==> config.mk <==
export PLATFORM = sky130hd
export DESIGN_NAME = uart_apb_fifo_flat
export DESIGN_NICKNAME = d
export VERILOG_FILES = /design/src/rtl/uart_apb_fifo_if.sv /design/src/rtl/uart_apb_fifo.sv /design/src/flat_wrapper.sv
export SDC_FILE = /design/constraint.sdc
export NUM_CORES = 1
export LEC_CHECK = 0
export CAP_MARGIN = 20
export CELL_PAD_IN_SITES_DETAIL_PLACEMENT = 1
export CELL_PAD_IN_SITES_GLOBAL_PLACEMENT = 2
export CORE_AREA = 3 3 217 219
export CTS_BUF_LIST = sky130_fd_sc_hd__clkbuf_8 sky130_fd_sc_hd__clkbuf_16
export DETAILED_ROUTE_END_ITERATION = 7
export DIE_AREA = 0 0 220 222
export GPL_TIMING_DRIVEN = 0
export PLACE_DENSITY = 0.81
export SYNTH_ARGS = -nofsm -noshare
export SYNTH_HDL_FRONTEND = slang
export SYNTH_HIERARCHICAL = 1
export SYNTH_SLANG_ARGS = --single-unit
==> constraint.sdc <==
create_clock -name PCLK -period 5.5 [get_ports PCLK]
set_clock_uncertainty 0.1 [all_clocks]
set_input_delay 1.1 -clock PCLK [delete_from_list [all_inputs] [get_ports PCLK]]
set_output_delay 1.1 -clock PCLK [all_outputs]
set_load 0.03 [all_outputs]
==> src/rtl/uart_apb_fifo_if.sv <==
`timescale 1ns/1ps
// APB3 bus bundle between an SoC master and the uart_apb_fifo peripheral.
interface uart_apb_fifo_if;
  logic        PSEL;
  logic        PENABLE;
  logic        PWRITE;
  logic [31:0] PADDR;
  logic [31:0] PWDATA;
  logic [31:0] PRDATA;
  logic        PREADY;
  logic        PSLVERR;

  modport master (output PSEL, PENABLE, PWRITE, PADDR, PWDATA,
                  input  PRDATA, PREADY, PSLVERR);
  modport slave  (input  PSEL, PENABLE, PWRITE, PADDR, PWDATA,
                  output PRDATA, PREADY, PSLVERR);
endinterface

==> src/rtl/uart_apb_fifo.sv <==
`timescale 1ns/1ps
// APB UART with programmable divisor, optional parity and TX/RX FIFOs.
// Registers: 0x0 DATA, 0x4 STATUS, 0x8 CTRL, 0xC DIV.

module uart_apb_fifo_buf #(
  parameter int W     = 8,
  parameter int DEPTH = 16
) (
  input  logic                   clk,
  input  logic                   rst_n,
  input  logic                   flush,
  input  logic                   push,
  input  logic [W-1:0]           push_data,
  input  logic                   pop,
  output logic [W-1:0]           head,
  output logic [$clog2(DEPTH):0] count,
  output logic                   empty,
  output logic                   full
);
  localparam int AW = $clog2(DEPTH);
  typedef logic [AW:0] ptr_t;

  logic [W-1:0] mem [DEPTH];
  ptr_t         wr_ptr_reg, rd_ptr_reg;
  logic         do_push, do_pop;

  assign count   = wr_ptr_reg - rd_ptr_reg;
  assign empty   = (count == '0);
  assign full    = (count == ptr_t'(DEPTH));
  // A pop in the same cycle frees the slot, so a push into a full FIFO is legal then.
  assign do_push = push && (!full || pop) && !flush;
  assign do_pop  = pop && !empty;
  assign head    = mem[rd_ptr_reg[AW-1:0]];

  always_ff @(posedge clk) begin
    if (do_push) mem[wr_ptr_reg[AW-1:0]] <= push_data;
  end

  always_ff @(posedge clk or negedge rst_n) begin
    if (!rst_n) begin
      wr_ptr_reg <= '0;
      rd_ptr_reg <= '0;
    end else if (flush) begin
      rd_ptr_reg <= wr_ptr_reg;
    end else begin
      if (do_push) wr_ptr_reg <= wr_ptr_reg + ptr_t'(1);
      if (do_pop)  rd_ptr_reg <= rd_ptr_reg + ptr_t'(1);
    end
  end
endmodule

module uart_apb_fifo #(
  parameter int DATA_BITS   = 8,
  parameter int FIFO_DEPTH  = 16,
  parameter int DIV_W       = 16,
  parameter int DEFAULT_DIV = 434
) (
  input  logic               PCLK,
  input  logic               PRESETn,
  uart_apb_fifo_if.slave     apb,
  input  logic               RX,
  output logic               TX,
  output logic               irq
);
  localparam int CW = $clog2(FIFO_DEPTH) + 1;
  localparam int BW = $clog2(DATA_BITS);
  typedef logic [DIV_W-1:0] div_t;
  typedef logic [BW-1:0]    bit_t;
  typedef enum logic [2:0] {S_IDLE, S_START, S_DATA, S_PARITY, S_STOP} state_t;

  // Register file
  logic [5:0] ctrl_reg;
  div_t       div_reg;
  logic       tx_flush_reg, rx_flush_reg;
  logic       overrun_reg, frame_err_reg, parity_err_reg, irq_reg;

  // FIFO interfaces
  logic [DATA_BITS-1:0] tx_head, rx_head;
  logic [CW-1:0]        tx_count, rx_count;
  logic                 tx_empty, tx_full, rx_empty, rx_full;
  logic                 tx_push, tx_pop, rx_pop;

  // TX engine
  state_t               tx_state_reg;
  div_t                 tx_cnt_reg, tx_div_reg;
  bit_t                 tx_bit_reg;
  logic [DATA_BITS-1:0] tx_shift_reg;
  logic                 tx_par_reg, tx_pen_reg, tx_reg;
  logic                 tx_bit_end, tx_start, tx_busy;

  // RX engine
  logic                 rx_meta_reg, rx_sync_reg, rx_prev_reg;
  state_t               rx_state_reg;
  div_t                 rx_cnt_reg, rx_div_reg;
  bit_t                 rx_bit_reg;
  logic [DATA_BITS-1:0] rx_shift_reg;
  logic                 rx_pen_reg, rx_podd_reg;
  logic                 rx_push_reg, rx_fe_reg, rx_pe_reg;
  logic                 rx_bit_end, overrun_set;

  wire       tx_en      = ctrl_reg[0];
  wire       rx_en      = ctrl_reg[1];
  wire       parity_en  = ctrl_reg[2];
  wire       parity_odd = ctrl_reg[3];
  wire       irq_rx_en  = ctrl_reg[4];
  wire       irq_tx_en  = ctrl_reg[5];

  wire       access  = apb.PSEL & apb.PENABLE;
  wire [1:0] addr    = apb.PADDR[3:2];
  wire       data_wr = access &  apb.PWRITE & (addr == 2'd0);
  wire       data_rd = access & ~apb.PWRITE & (addr == 2'd0);
  div_t      div_wdata;
  logic      unused_apb;

  assign div_wdata   = apb.PWDATA[DIV_W-1:0];
  assign unused_apb  = ^{apb.PADDR[31:4], apb.PADDR[1:0], apb.PWDATA};
  assign apb.PREADY  = 1'b1;
  assign apb.PSLVERR = access && (addr == 2'd0) && (apb.PWRITE ? tx_full : rx_empty);
  assign tx_push     = data_wr & ~tx_full;
  assign rx_pop      = data_rd & ~rx_empty;
  assign tx_busy     = (tx_state_reg != S_IDLE);
  assign overrun_set = rx_push_reg & rx_full & ~rx_pop;
  assign TX          = tx_reg;
  assign irq         = irq_reg;

  always_comb begin
    apb.PRDATA = '0;
    if (access && !apb.PWRITE) begin
      case (addr)
        2'd0: if (!rx_empty) apb.PRDATA[DATA_BITS-1:0] = rx_head;
        2'd1: apb.PRDATA = {16'h0, 8'(rx_count), parity_err_reg, frame_err_reg, overrun_reg,
                            tx_busy, rx_full, rx_empty, tx_full, tx_empty};
        2'd2: apb.PRDATA = {26'h0, ctrl_reg};
        default: apb.PRDATA = 32'(div_reg);
      endcase
    end
  end

  uart_apb_fifo_buf #(.W(DATA_BITS), .DEPTH(FIFO_DEPTH)) u_tx_fifo (
    .clk(PCLK), .rst_n(PRESETn), .flush(tx_flush_reg), .push(tx_push), .push_data(apb.PWDATA[DATA_BITS-1:0]),
    .pop(tx_pop), .head(tx_head), .count(tx_count), .empty(tx_empty), .full(tx_full));

  uart_apb_fifo_buf #(.W(DATA_BITS), .DEPTH(FIFO_DEPTH)) u_rx_fifo (
    .clk(PCLK), .rst_n(PRESETn), .flush(rx_flush_reg), .push(rx_push_reg), .push_data(rx_shift_reg),
    .pop(rx_pop), .head(rx_head), .count(rx_count), .empty(rx_empty), .full(rx_full));

  always_ff @(posedge PCLK or negedge PRESETn) begin
    if (!PRESETn) begin
      ctrl_reg       <= '0;
      div_reg        <= div_t'(DEFAULT_DIV);
      tx_flush_reg   <= 1'b0;
      rx_flush_reg   <= 1'b0;
      overrun_reg    <= 1'b0;
      frame_err_reg  <= 1'b0;
      parity_err_reg <= 1'b0;
      irq_reg        <= 1'b0;
    end else begin
      tx_flush_reg   <= 1'b0;
      rx_flush_reg   <= 1'b0;
      // Hardware set wins over a simultaneous write-1-to-clear.
      overrun_reg    <= (overrun_reg    & ~(access & apb.PWRITE & (addr == 2'd1) & apb.PWDATA[5])) | overrun_set;
      frame_err_reg  <= (frame_err_reg  & ~(access & apb.PWRITE & (addr == 2'd1) & apb.PWDATA[6]))
                        | (rx_push_reg & rx_fe_reg);
      parity_err_reg <= (parity_err_reg & ~(access & apb.PWRITE & (addr == 2'd1) & apb.PWDATA[7])) | rx_pe_reg;
      if (access && apb.PWRITE && addr == 2'd2) begin
        ctrl_reg     <= apb.PWDATA[5:0];
        tx_flush_reg <= apb.PWDATA[6];
        rx_flush_reg <= apb.PWDATA[7];
      end
      if (access && apb.PWRITE && addr == 2'd3)
        div_reg <= (div_wdata < div_t'(4)) ? div_t'(4) : div_wdata;
      irq_reg <= (irq_rx_en & ~rx_empty) | (irq_tx_en & tx_empty)
                 | overrun_reg | frame_err_reg | parity_err_reg;
    end
  end

  assign tx_bit_end = (tx_cnt_reg == tx_div_reg - div_t'(1));
  // A new frame may begin from IDLE or straight out of the last STOP cycle.
  assign tx_start   = tx_en && !tx_empty &&
                      ((tx_state_reg == S_IDLE) || (tx_state_reg == S_STOP && tx_bit_end));
  assign tx_pop     = tx_start;

  always_ff @(posedge PCLK or negedge PRESETn) begin
    if (!PRESETn) begin
      tx_state_reg <= S_IDLE;
      tx_cnt_reg   <= '0;
      tx_div_reg   <= div_t'(4);
      tx_bit_reg   <= '0;
      tx_shift_reg <= '0;
      tx_par_reg   <= 1'b0;
      tx_pen_reg   <= 1'b0;
      tx_reg       <= 1'b1;
    end else if (tx_start) begin
      tx_state_reg <= S_START;
      tx_cnt_reg   <= '0;
      tx_div_reg   <= div_reg;
      tx_bit_reg   <= '0;
      tx_shift_reg <= tx_head;
      tx_par_reg   <= parity_odd ? ~^tx_head : ^tx_head;
      tx_pen_reg   <= parity_en;
      tx_reg       <= 1'b0;
    end else begin
      tx_cnt_reg <= tx_bit_end ? '0 : tx_cnt_reg + div_t'(1);
      case (tx_state_reg)
        S_IDLE: begin
          tx_cnt_reg <= '0;
          tx_reg     <= 1'b1;
        end
        S_START: if (tx_bit_end) begin
          tx_state_reg <= S_DATA;
          tx_reg       <= tx_shift_reg[0];
        end
        S_DATA: if (tx_bit_end) begin
          if (tx_bit_reg == bit_t'(DATA_BITS - 1)) begin
            tx_state_reg <= tx_pen_reg ? S_PARITY : S_STOP;
            tx_reg       <= tx_pen_reg ? tx_par_reg : 1'b1;
          end else begin
            tx_bit_reg   <= tx_bit_reg + bit_t'(1);
            tx_shift_reg <= tx_shift_reg >> 1;
            tx_reg       <= tx_shift_reg[1];
          end
        end
        S_PARITY: if (tx_bit_end) begin
          tx_state_reg <= S_STOP;
          tx_reg       <= 1'b1;
        end
        S_STOP: if (tx_bit_end) tx_state_reg <= S_IDLE;
        default: tx_state_reg <= S_IDLE;
      endcase
    end
  end

  assign rx_bit_end = (rx_cnt_reg == rx_div_reg - div_t'(1));

  always_ff @(posedge PCLK or negedge PRESETn) begin
    if (!PRESETn) begin
      rx_meta_reg  <= 1'b1;
      rx_sync_reg  <= 1'b1;
      rx_prev_reg  <= 1'b1;
      rx_state_reg <= S_IDLE;
      rx_cnt_reg   <= '0;
      rx_div_reg   <= div_t'(4);
      rx_bit_reg   <= '0;
      rx_shift_reg <= '0;
      rx_pen_reg   <= 1'b0;
      rx_podd_reg  <= 1'b0;
      rx_push_reg  <= 1'b0;
      rx_fe_reg    <= 1'b0;
      rx_pe_reg    <= 1'b0;
    end else begin
      rx_meta_reg <= RX;
      rx_sync_reg <= rx_meta_reg;
      rx_prev_reg <= rx_sync_reg;
      rx_push_reg <= 1'b0;
      rx_pe_reg   <= 1'b0;
      rx_cnt_reg  <= rx_bit_end ? '0 : rx_cnt_reg + div_t'(1);
      case (rx_state_reg)
        S_IDLE: begin
          rx_cnt_reg <= '0;
          if (rx_en && rx_prev_reg && !rx_sync_reg) begin
            rx_state_reg <= S_START;
            rx_div_reg   <= div_reg;
            rx_pen_reg   <= parity_en;
            rx_podd_reg  <= parity_odd;
          end
        end
        // Half a bit in: a high line here means the falling edge was a glitch.
        S_START: if (rx_cnt_reg == (rx_div_reg >> 1) - div_t'(1)) begin
          rx_cnt_reg   <= '0;
          rx_bit_reg   <= '0;
          rx_state_reg <= rx_sync_reg ? S_IDLE : S_DATA;
        end
        S_DATA: if (rx_bit_end) begin
          rx_shift_reg <= {rx_sync_reg, rx_shift_reg[DATA_BITS-1:1]};
          rx_bit_reg   <= rx_bit_reg + bit_t'(1);
          if (rx_bit_reg == bit_t'(DATA_BITS - 1))
            rx_state_reg <= rx_pen_reg ? S_PARITY : S_STOP;
        end
        S_PARITY: if (rx_bit_end) begin
          rx_pe_reg    <= rx_sync_reg != (rx_podd_reg ? ~^rx_shift_reg : ^rx_shift_reg);
          rx_state_reg <= S_STOP;
        end
        S_STOP: if (rx_bit_end) begin
          rx_push_reg  <= 1'b1;
          rx_fe_reg    <= ~rx_sync_reg;
          rx_state_reg <= S_IDLE;
        end
        default: rx_state_reg <= S_IDLE;
      endcase
    end
  end
endmodule

==> src/flat_wrapper.sv <==
// flat-port wrapper written by rule: the top's interface ports become plain ports
module uart_apb_fifo_flat 
#(
  parameter int DATA_BITS   = 8,
  parameter int FIFO_DEPTH  = 16,
  parameter int DIV_W       = 16,
  parameter int DEFAULT_DIV = 434
)
  (PCLK, PRESETn, RX, TX, irq, apb_PSEL, apb_PENABLE, apb_PWRITE, apb_PADDR, apb_PWDATA, apb_PRDATA, apb_PREADY, apb_PSLVERR);
  uart_apb_fifo_if apb_i ();
  input  logic PCLK;
  input  logic PRESETn;
  input  logic RX;
  output logic TX;
  output logic irq;
  input wire logic [$bits(apb_i.PSEL)-1:0] apb_PSEL;
  input wire logic [$bits(apb_i.PENABLE)-1:0] apb_PENABLE;
  input wire logic [$bits(apb_i.PWRITE)-1:0] apb_PWRITE;
  input wire logic [$bits(apb_i.PADDR)-1:0] apb_PADDR;
  input wire logic [$bits(apb_i.PWDATA)-1:0] apb_PWDATA;
  output wire logic [$bits(apb_i.PRDATA)-1:0] apb_PRDATA;
  output wire logic [$bits(apb_i.PREADY)-1:0] apb_PREADY;
  output wire logic [$bits(apb_i.PSLVERR)-1:0] apb_PSLVERR;
  assign apb_i.PSEL = apb_PSEL;
  assign apb_i.PENABLE = apb_PENABLE;
  assign apb_i.PWRITE = apb_PWRITE;
  assign apb_i.PADDR = apb_PADDR;
  assign apb_i.PWDATA = apb_PWDATA;
  assign apb_PRDATA = apb_i.PRDATA;
  assign apb_PREADY = apb_i.PREADY;
  assign apb_PSLVERR = apb_i.PSLVERR;
  uart_apb_fifo #(.DATA_BITS(DATA_BITS), .FIFO_DEPTH(FIFO_DEPTH), .DIV_W(DIV_W), .DEFAULT_DIV(DEFAULT_DIV)) u_core (.PCLK(PCLK), .PRESETn(PRESETn), .apb(apb_i), .RX(RX), .TX(TX), .irq(irq));
endmodule
==> metrics.txt, run 1 <==
status=finished, final reports clean; pwr dens=448 mW/mm2; TritonCTS Sinks=407; post-DR wirelength/cell=23.4 um; CP Cell Sequence=clkbuf_2 > inv_1 > fa_1 > nand3b_1 > a211o_1 > a2bb2oi_2 > buf_6 > nand2b_1 > nor2_2 > nand2_2 > inv_2 > clkbuf_4 > a2111o_1 > nand2_2 > nor3_4; Mapped Cells=1377; leakage=8.27 nW; die width=220 um; worst hold path startpoint=u_core/rx_meta_reg; Area growth syn-to-layout=15.4%; worst slew pin tran=983 ps; Worst Path Arrival=5430 ps; crit path max fanout=16; Final Core Density=49.3%; CP Launch Type=flip-flop; first-pass GRT wire length=78200 um; Ys Warns=6; Antenna Nets Post-Route=0; GP Congestion=0.849; period utilization=96.5%; Worst slew margin=34.2%; worst hold path endpoint=u_core/rx_sync_reg; row count=78; total track usage=20.8%; post-CTS setup buffer count=0; TNS Setup=0 ps; DR DRC count=0; Largest stage delay, worst path=640 ps; R2R Setup Slk=190 ps; CTS tree=built; CTS clk-pin slew, worst paths=60 ps; Crit path top cell by count=nand2_2; die extent in y=222 um; post-synthesis cell area=0.0194 mm2; WHS Path Cells=0; grt total ovfl=0; vias in the first global route=12817; Hold Violations, Final=0; CTS buffer count=45; Die Area=0.0488 mm2; CTS Hold Bufs=0; critical path class=reg -> reg; fin crit period=5310 ps; CP required=5620 ps; IO Pins=106; # H-tree levels=2; drt via density=5.68; TritonRoute pass-1 iters=5; Vias=12072; Layout Nets=1590; initial antenna violation count=1; fin. max-slew vios=0; Syn Area/Cell=14.1 um2; Fmax=188 MHz; worst skew pair latency=590 ps; initial core utilization=42.7%; Critical Path Slowest Stage Cell=nor3_4; Core Region=0.0453 mm2; Port-buffer cells=40; smallest hold slack=264 ps; Root Driver=clkbuf_16; Max-cap violations=0; reg2reg start=u_core/u_tx_fifo/rd_ptr_reg[1]; final WL=49800 um; n_diodes=0; largest net degree at the start of global routing=106; r2r worst-path depth=15; Max clock buf depth=3; final setup violation count=0; share of layout cells above drive strength 1=22.2%; hpwl dp=35300 um; 1st-iter DRT viols=1036; Crit. End Element=flip-flop; FF-to-FF End=u_core/u_tx_fifo/mem[9][4]; maximum VDD drop=0.000311 V; Hold Crit Class=reg -> reg
through the flow:
stage	setup WS, ps	cell area [um2]	total power [mW]	instances
finish	191	22300	9.99	2126
global route	-25.8	22300	10.6	2126
CTS	36.3	22300	10.1	2126
detailed placement	-777	20700	7.05	2045
global placement	-3240	20600	6.94	2032
floorplan	665	19400	6.16	1392
area by class of cell:
class | instances | area (um2)
Fill cell | 4549 | 23000
Sequential cell | 407 | 11500
Multi-Input combinational cell | 858 | 7520
Clock buffer | 51 | 1220
Tap cell | 600 | 751
Timing Repair Buffer | 53 | 503
Buffer | 84 | 437
Clock inverter | 32 | 259
Inverter | 41 | 154
layout by cell type, fill, tap and decap left out, drive strengths merged, types with 28 or more instances in the layout:
cell type,count
buf,55
clkbuf,95
clkdlybuf4s50,30
dfrtp,140
edfxtp,256
ha,28
inv,57
mux2,74
mux4,80
nand2,73
nand3,47
nor2,97
nor3,32
o21ai,28
xnor2,62
xor2,49
report_power, final:
part,switching (mW),total [mW],internal (mW)
clock network,1.22,2.95,1.73
logic,1.78,3.19,1.41
registers,0.327,3.85,3.52
how the worst max path moves through the flow:
stage | from | endpoint | slack (ps) | depth (start not counted)
after floorplan | u_core/u_tx_fifo/rd_ptr_reg[1] | u_core/u_tx_fifo/mem[0][0] | 660 | 16
after global placement | PRESETn | u_core/tx_cnt_reg[4] | -3240 | 1
after detailed placement | u_core/u_tx_fifo/rd_ptr_reg[1] | u_core/u_tx_fifo/mem[3][3] | -780 | 17
after CTS | u_core/u_tx_fifo/rd_ptr_reg[2] | u_core/u_tx_fifo/mem[4][1] | 40 | 16
after global routing | u_core/u_tx_fifo/rd_ptr_reg[1] | u_core/u_tx_fifo/mem[9][4] | -30 | 15
final | u_core/u_tx_fifo/rd_ptr_reg[1] | u_core/u_tx_fifo/mem[9][4] | 190 | 15
what timing repair did:
action | in CTS | in global routing
resized for setup | 31 | 14
pin swaps | 0 | 4
endpoints found under the setup margin | 136 | 81
layer usage:
| metal | up-vias | GRT usage, % | wire length (um) |
|---|---|---|---|
| met5 | - | 0 | 0 |
| met4 | 0 | 4.51 | 903 |
| met3 | 65 | 3.33 | 2240 |
| met2 | 257 | 33.4 | 23800 |
| met1 | 6349 | 30.2 | 22800 |
| li1 | 5401 | - | - |
worst max-delay path, delay by kind of cell (launching register included):
family | cells | cell delay, ps
compound gates | 3 | 620
fa+ha+maj | 1 | 540
buf+inv | 5 | 1140
flops | 1 | 520
simple gates | 6 | 1980
Note: power is estimated with default switching activity, not from simulation.
==> inputs of run 2 (changes only) <==
Settings changed: CTS_CLUSTER_SIZE set to 10.
==> run 2 against run 1 <==
  * Fmax fell by 0.26%
  * Sequential power barely moved
  * Largest cell class unchanged
  * Critical path depth fell by 4
  * Critical path type is now reg -> out
  * Non-clock buffer count rose by 1
  * Flip-flop and latch count did not move
  * Die area did not move
  * Utilization fell by 0.091 points
  * Critical endpoint is now apb_PRDATA[3]
==> metrics.txt, run 2 (synthesis results as in run 1) <==
CP Cell Sequence=buf_2 > inv_1 > fa_1 > xor2_2 > and4b_4 > o2bb2a_4 > buf_6 > nor2_2 > a221oi_1 > a211oi_2 > dlygate4sd2_1; total track usage=21.0% (+0.19 points); reg2reg start=u_core/tx_div_reg[0]; Area growth syn-to-layout=15.2%; commonest non-fill, non-tap cell in the layout=edfxtp_1; IO Pins=106 (unchanged); FF-to-FF End=u_core/u_tx_fifo/mem[3][0]; smallest hold slack=264 ps (+0.642 ps); CP Launch Type=flip-flop; worst hold path startpoint=u_core/rx_meta_reg; pwr dens=446 mW/mm2 (-0.36%); DR DRC count=0 (unchanged); fin. max-slew vios=0 (unchanged); Placement Cell Area=0.0207 mm2 (unchanged); grt total ovfl=0 (unchanged); post-DR wirelength/cell=23.6 um (+0.68%); row count=78 (unchanged); Die Area=0.0488 mm2 (unchanged); Max-cap violations=0 (unchanged); Antenna Nets Post-Route=0 (unchanged); worst slew pin tran=970 ps (-13.7 ps); maximum VDD drop=0.000260 V (-17%); vias in the first global route=12871 (+0.42%); CP top delay family=buffers and inverters; Core Region=0.0453 mm2 (unchanged); Worst Path Arrival=4120 ps (-1310 ps); worst hold path endpoint=u_core/rx_sync_reg; die width=220 um (unchanged); crit path max fanout=14 (-2); Crit. End Element=output port; hpwl dp=35300 um (unchanged); WHS Path Cells=0 (unchanged); TritonCTS Sinks=407 (unchanged); final setup violation count=0 (unchanged); Vias=12069 (-0.025%); Largest stage delay, worst path=500 ps (-140 ps); r2r worst-path depth=16 (+1); Hold Violations, Final=0 (unchanged); first-pass GRT wire length=78800 um (+0.76%); CTS buffer count=48 (+6.7%); Port-buffer cells=40 (unchanged); status=finished, final reports clean; fin crit period=5320 ps (+14.1 ps); GP Congestion=0.849 (unchanged); worst skew pair latency=600 ps (about the same); initial core utilization=42.7% (unchanged); n_diodes=0 (unchanged); R2R Setup Slk=350 ps (+160 ps); CP required=4300 ps (-1320 ps); largest net degree at the start of global routing=106 (unchanged); initial antenna violation count=0 (-1); Critical Path Slowest Stage Cell=dfrtp_2; # H-tree levels=2 (unchanged); TNS Setup=0 ps (unchanged); Worst slew margin=35.1% (+0.92 points); critical path class=reg -> out; Root Driver=clkbuf_16; CTS clk-pin slew, worst paths=50 ps (about the same); leakage=8.27 nW (about the same); TritonRoute pass-1 iters=5 (unchanged); Max clock buf depth=3 (unchanged); Hold Crit Class=reg -> reg; period utilization=96.8% (+0.26 points); CTS tree=built; Layout Nets=1594 (+0.25%); die extent in y=222 um (unchanged); drt via density=5.67 (about the same); Fmax=188 MHz (-0.26%); 1st-iter DRT viols=833 (-20%); share of layout cells above drive strength 1=21.8% (-0.41 points); worst path buffer plus inverter count=4 (-1); design area=0.0223 mm2 (-0.18%); final WL=50100 um (+0.72%); most frequent cells in the layout=edfxtp_1, dfrtp_1, nor2_1
==> run 2: repair_timing <==
item | CTS | global route
hold buffers | 0 | 0
gates resized for setup | 30 | 20
setup endpoints to repair | 136 | 84
setup buffers | 0 | 1
pin swaps | 0 | 4
==> run 2: cell type report <==
| type | count | area, um2 |
|---|---|---|
| plain buffers | 84 | 434 |
| clock buffers | 49 | 1210 |
| clock inverters | 34 | 206 |
| fillers | 4541 | 23000 |
| inverters | 41 | 154 |
| multi-input cells | 858 | 7530 |
| flip-flops and latches | 407 | 11500 |
| well taps | 600 | 751 |
| repair buffers | 54 | 517 |
==> run 2: through the flow <==
step	worst slack, ps	util, %	instances	power [mW]
after floorplan	665	-	1392	6.16
after global placement	-3240	45.4	2032	6.94
after CTS	48.8	49.1	2126	10.0
final	177	49.2	2127	9.94
after global routing	-0.173	49.2	2127	10.5
after detailed placement	-777	45.7	2045	7.05
==> run 2: power by group <==
part	internal, mW	switching, mW
combinational	1.41	1.80
clock	1.64	1.24
sequential	3.53	0.324
total	6.57	3.36
==> run 2: worst register-to-register path, stage by stage, from the launching register on <==
cell,delay (ps)
dfrtp_1,420
inv_1,110
ha_1,170
nor2b_1,130
clkbuf_1,340
nand4b_1,270
or4b_1,560
a21oi_1,260
o21bai_1,200
o21ai_4,330
nand2_2,220
inv_2,160
clkbuf_4,320
a2111o_1,250
nand2_2,340
nor3_4,450
buf_2,250
==> run 2: how the worst max path moves through the flow <==
stage / from / to / slack (ps) / cells past startpoint
2_1_floorplan: u_core/u_tx_fifo/rd_ptr_reg[1] / u_core/u_tx_fifo/mem[0][0] / 660 / 16
3_3_place_gp: PRESETn / u_core/tx_cnt_reg[4] / -3240 / 1
3_5_place_dp: u_core/u_tx_fifo/rd_ptr_reg[1] / u_core/u_tx_fifo/mem[3][3] / -780 / 17
4_1_cts: u_core/u_tx_fifo/rd_ptr_reg[2] / u_core/u_tx_fifo/mem[4][1] / 50 / 16
5_1_grt: u_core/tx_div_reg[0] / u_core/u_tx_fifo/mem[2][0] / -0.2 / 16
6_report: u_core/u_rx_fifo/rd_ptr_reg[1] / apb_PRDATA[3] / 180 / 11
==> run 2: metal layers <==
metal	up-vias	share of wire (%)	routed length (um)	GRT usage (%)
met2	274	48	24000	34.1
met5	-	0	0	0
li1	5420	-	-	-
met4	0	1.7	864	4.32
met3	57	5.3	2640	3.91
met1	6318	45	22600	29.9
==> inputs of run 3 (changes only) <==
Settings changed: CORE_AREA 3 3 217 219 to 5 5 219 221, DIE_AREA 0 0 220 222 to 0 0 224 226.
==> run 3 against run 2 <==
  * Highest routed layer is now met5
  * Utilization fell by 0.58 points
  * Global-route usage shrank 1.5 points
  * Total power down 0.40%
  * Register-to-register slack lost 130 ps
  * Die area up 3.7%
  * First-iteration DRC count decreased by 5.4%
  * Wire length fell by 1.1%
  * Clock-buffer cell count is 1 higher
==> metrics.txt, run 3 (synthesis results as in run 1) <==
status=finished, final reports clean; 1st-iter DRT viols=788 (-5.4%); TritonCTS Sinks=407 (unchanged); final WL=49600 um (-1.1%); Core Region=0.0460 mm2 (+1.5%); TNS Setup=0 ps (unchanged); CP required=4300 ps (about the same); Worst Path Arrival=4100 ps (-20 ps); post-DR wirelength/cell=23.1 um (-1.9%); share of power burned in registers=38.7% (about the same); Final Power=9.90 mW (-0.40%); fin. max-slew vios=0 (unchanged); grt total ovfl=0 (unchanged); GP Congestion=0.811 (-4.5%); CP Launch Type=flip-flop; CTS tree=built; Net Switching=3.31 mW (-1.6%); hpwl dp=34800 um (-1.3%); critical path class=reg -> out; Sw Share=33.4% (-0.42 points); most frequent cells in the layout=edfxtp_1, dfrtp_1, nor2_1; final setup violation count=0 (unchanged); maximum VDD drop=0.000189 V (-27%); leakage=8.29 nW (+0.21%); n_diodes=0 (unchanged); part of the power in combinational logic=32.3% (about the same); CTS buffer count=48 (unchanged); worst slew pin tran=1070 ps (+98.5 ps); Hold Crit Class=reg -> reg; cell-internal power=6.59 mW (+0.24%); R2R Setup Slk=220 ps (-130 ps); Vias=12049 (-0.17%); total track usage=19.5% (-1.5 points); commonest non-fill, non-tap cell in the layout=edfxtp_1; vias in the first global route=12585 (-2.2%); CTS clk-pin slew, worst paths=60 ps (about the same); Antenna Nets Post-Route=0 (unchanged); share of layout cells above drive strength 1=22.1% (+0.31 points); pwr dens=443 mW/mm2 (-0.69%); # H-tree levels=2 (unchanged); Max clock buf depth=3 (unchanged); Die Area=0.0506 mm2 (+3.7%); IO Pins=106 (unchanged); worst skew pair latency=590 ps (about the same); die extent in y=226 um (+1.8%); first-pass GRT wire length=76500 um (-2.9%); die width=224 um (+1.8%); fillcell total=4626 (+1.9%); Final Core Density=48.6% (-0.58 points); period utilization=96.4% (-0.37 points); crit path max fanout=14 (unchanged); initial core utilization=42.1% (-0.63 points); drt via density=5.62 (-0.96%); fin crit period=5300 ps (-20.1 ps); Area growth syn-to-layout=15.5%; initial antenna violation count=2 (+2); largest net degree at the start of global routing=106 (unchanged); Worst slew margin=28.1% (-7.0 points); Root Driver=clkbuf_16; Max-cap violations=0 (unchanged); Crit. End Element=output port; DR DRC count=0 (unchanged); TritonRoute pass-1 iters=5 (unchanged); Layout Nets=1598 (+0.25%); row count=79 (+1.3%); Hold Violations, Final=0 (unchanged); Port-buffer cells=40 (unchanged); Fmax=189 MHz (+0.38%); clock power share=29.0% (about the same)
## run 3: final cells by class
cell class	instances	area (um2)	area share, %
sequential	407	11500	51.4
multi-input combinational	858	7530	33.7
clock buffer	50	1230	5.50
tap	607	759	3.40
timing repair buffer	57	553	2.47
buffer	85	440	1.97
clock inverter	39	210	0.940
inverter	41	154	0.688
## run 3: final timing paths
check                                                    start                        endpoint  cells after the start
min in group asynchronous                              PRESETn           u_core/rx_cnt_reg[15]                      1
worst min-delay path                        u_core/rx_meta_reg              u_core/rx_sync_reg                      0
max in group asynchronous                              PRESETn  u_core/u_tx_fifo/rd_ptr_reg[1]                      2
worst max-delay path            u_core/u_rx_fifo/rd_ptr_reg[1]                   apb_PRDATA[7]                     14
worst min register to register              u_core/rx_meta_reg              u_core/rx_sync_reg                      0
worst max register to register  u_core/u_tx_fifo/rd_ptr_reg[2]     u_core/u_tx_fifo/mem[11][2]                     15
## run 3: repair_timing
action,CTS,global route
gates cloned,0,0
setup buffers,0,3
resized for setup,37,20
hold buffers,0,0
endpoints found under the setup margin,137,113
pin swaps,0,8
## run 3: metrics by stage
stage / setup slack [ps] / cell area, um2 / hold slack, ps / std cells
final: 197 / 22400 / 254 / 2144
after global routing: -24.7 / 22400 / 259 / 2144
after CTS: -68.1 / 22200 / 256 / 2141
after detailed placement: -932 / 20700 / 247 / 2053
after global placement: -3400 / 20600 / 247 / 2039
after floorplan: 665 / 19400 / 245 / 1392
## run 3: routing by layer
| layer | track usage (%) | share of wire, % | vias to the layer above |
|---|---|---|---|
| li1 | - | - | 5426 |
| met5 | 0 | 0.042 | - |
| met4 | 5.47 | 2.5 | 4 |
| met2 | 31.9 | 49 | 328 |
| met3 | 4.16 | 6.1 | 68 |
| met1 | 26.6 | 43 | 6223 |
## run 3: power groups by stage
stage               registers [mW]  clock network, mW  logic (mW)
floorplan                     3.78                  0        2.38
global placement              3.87                  0        3.07
detailed placement            3.88                  0        3.16
CTS                           3.83               2.95        3.19
global route                  3.87               3.11        3.49
finish                        3.83               2.87        3.20
## run 3: worst max-delay path: stages, from the launching register on
cell and delay, ps:
dfrtp_1 370, clkbuf_2 290, buf_4 270, inv_1 100
fa_1 460, xor2_2 290, and4b_4 260, o2bb2a_4 200
buf_6 150, nor2_4 170, a22oi_1 110, nor2_1 130
a31oi_1 50, nor2_1 300, clkdlybuf4s15_2 350
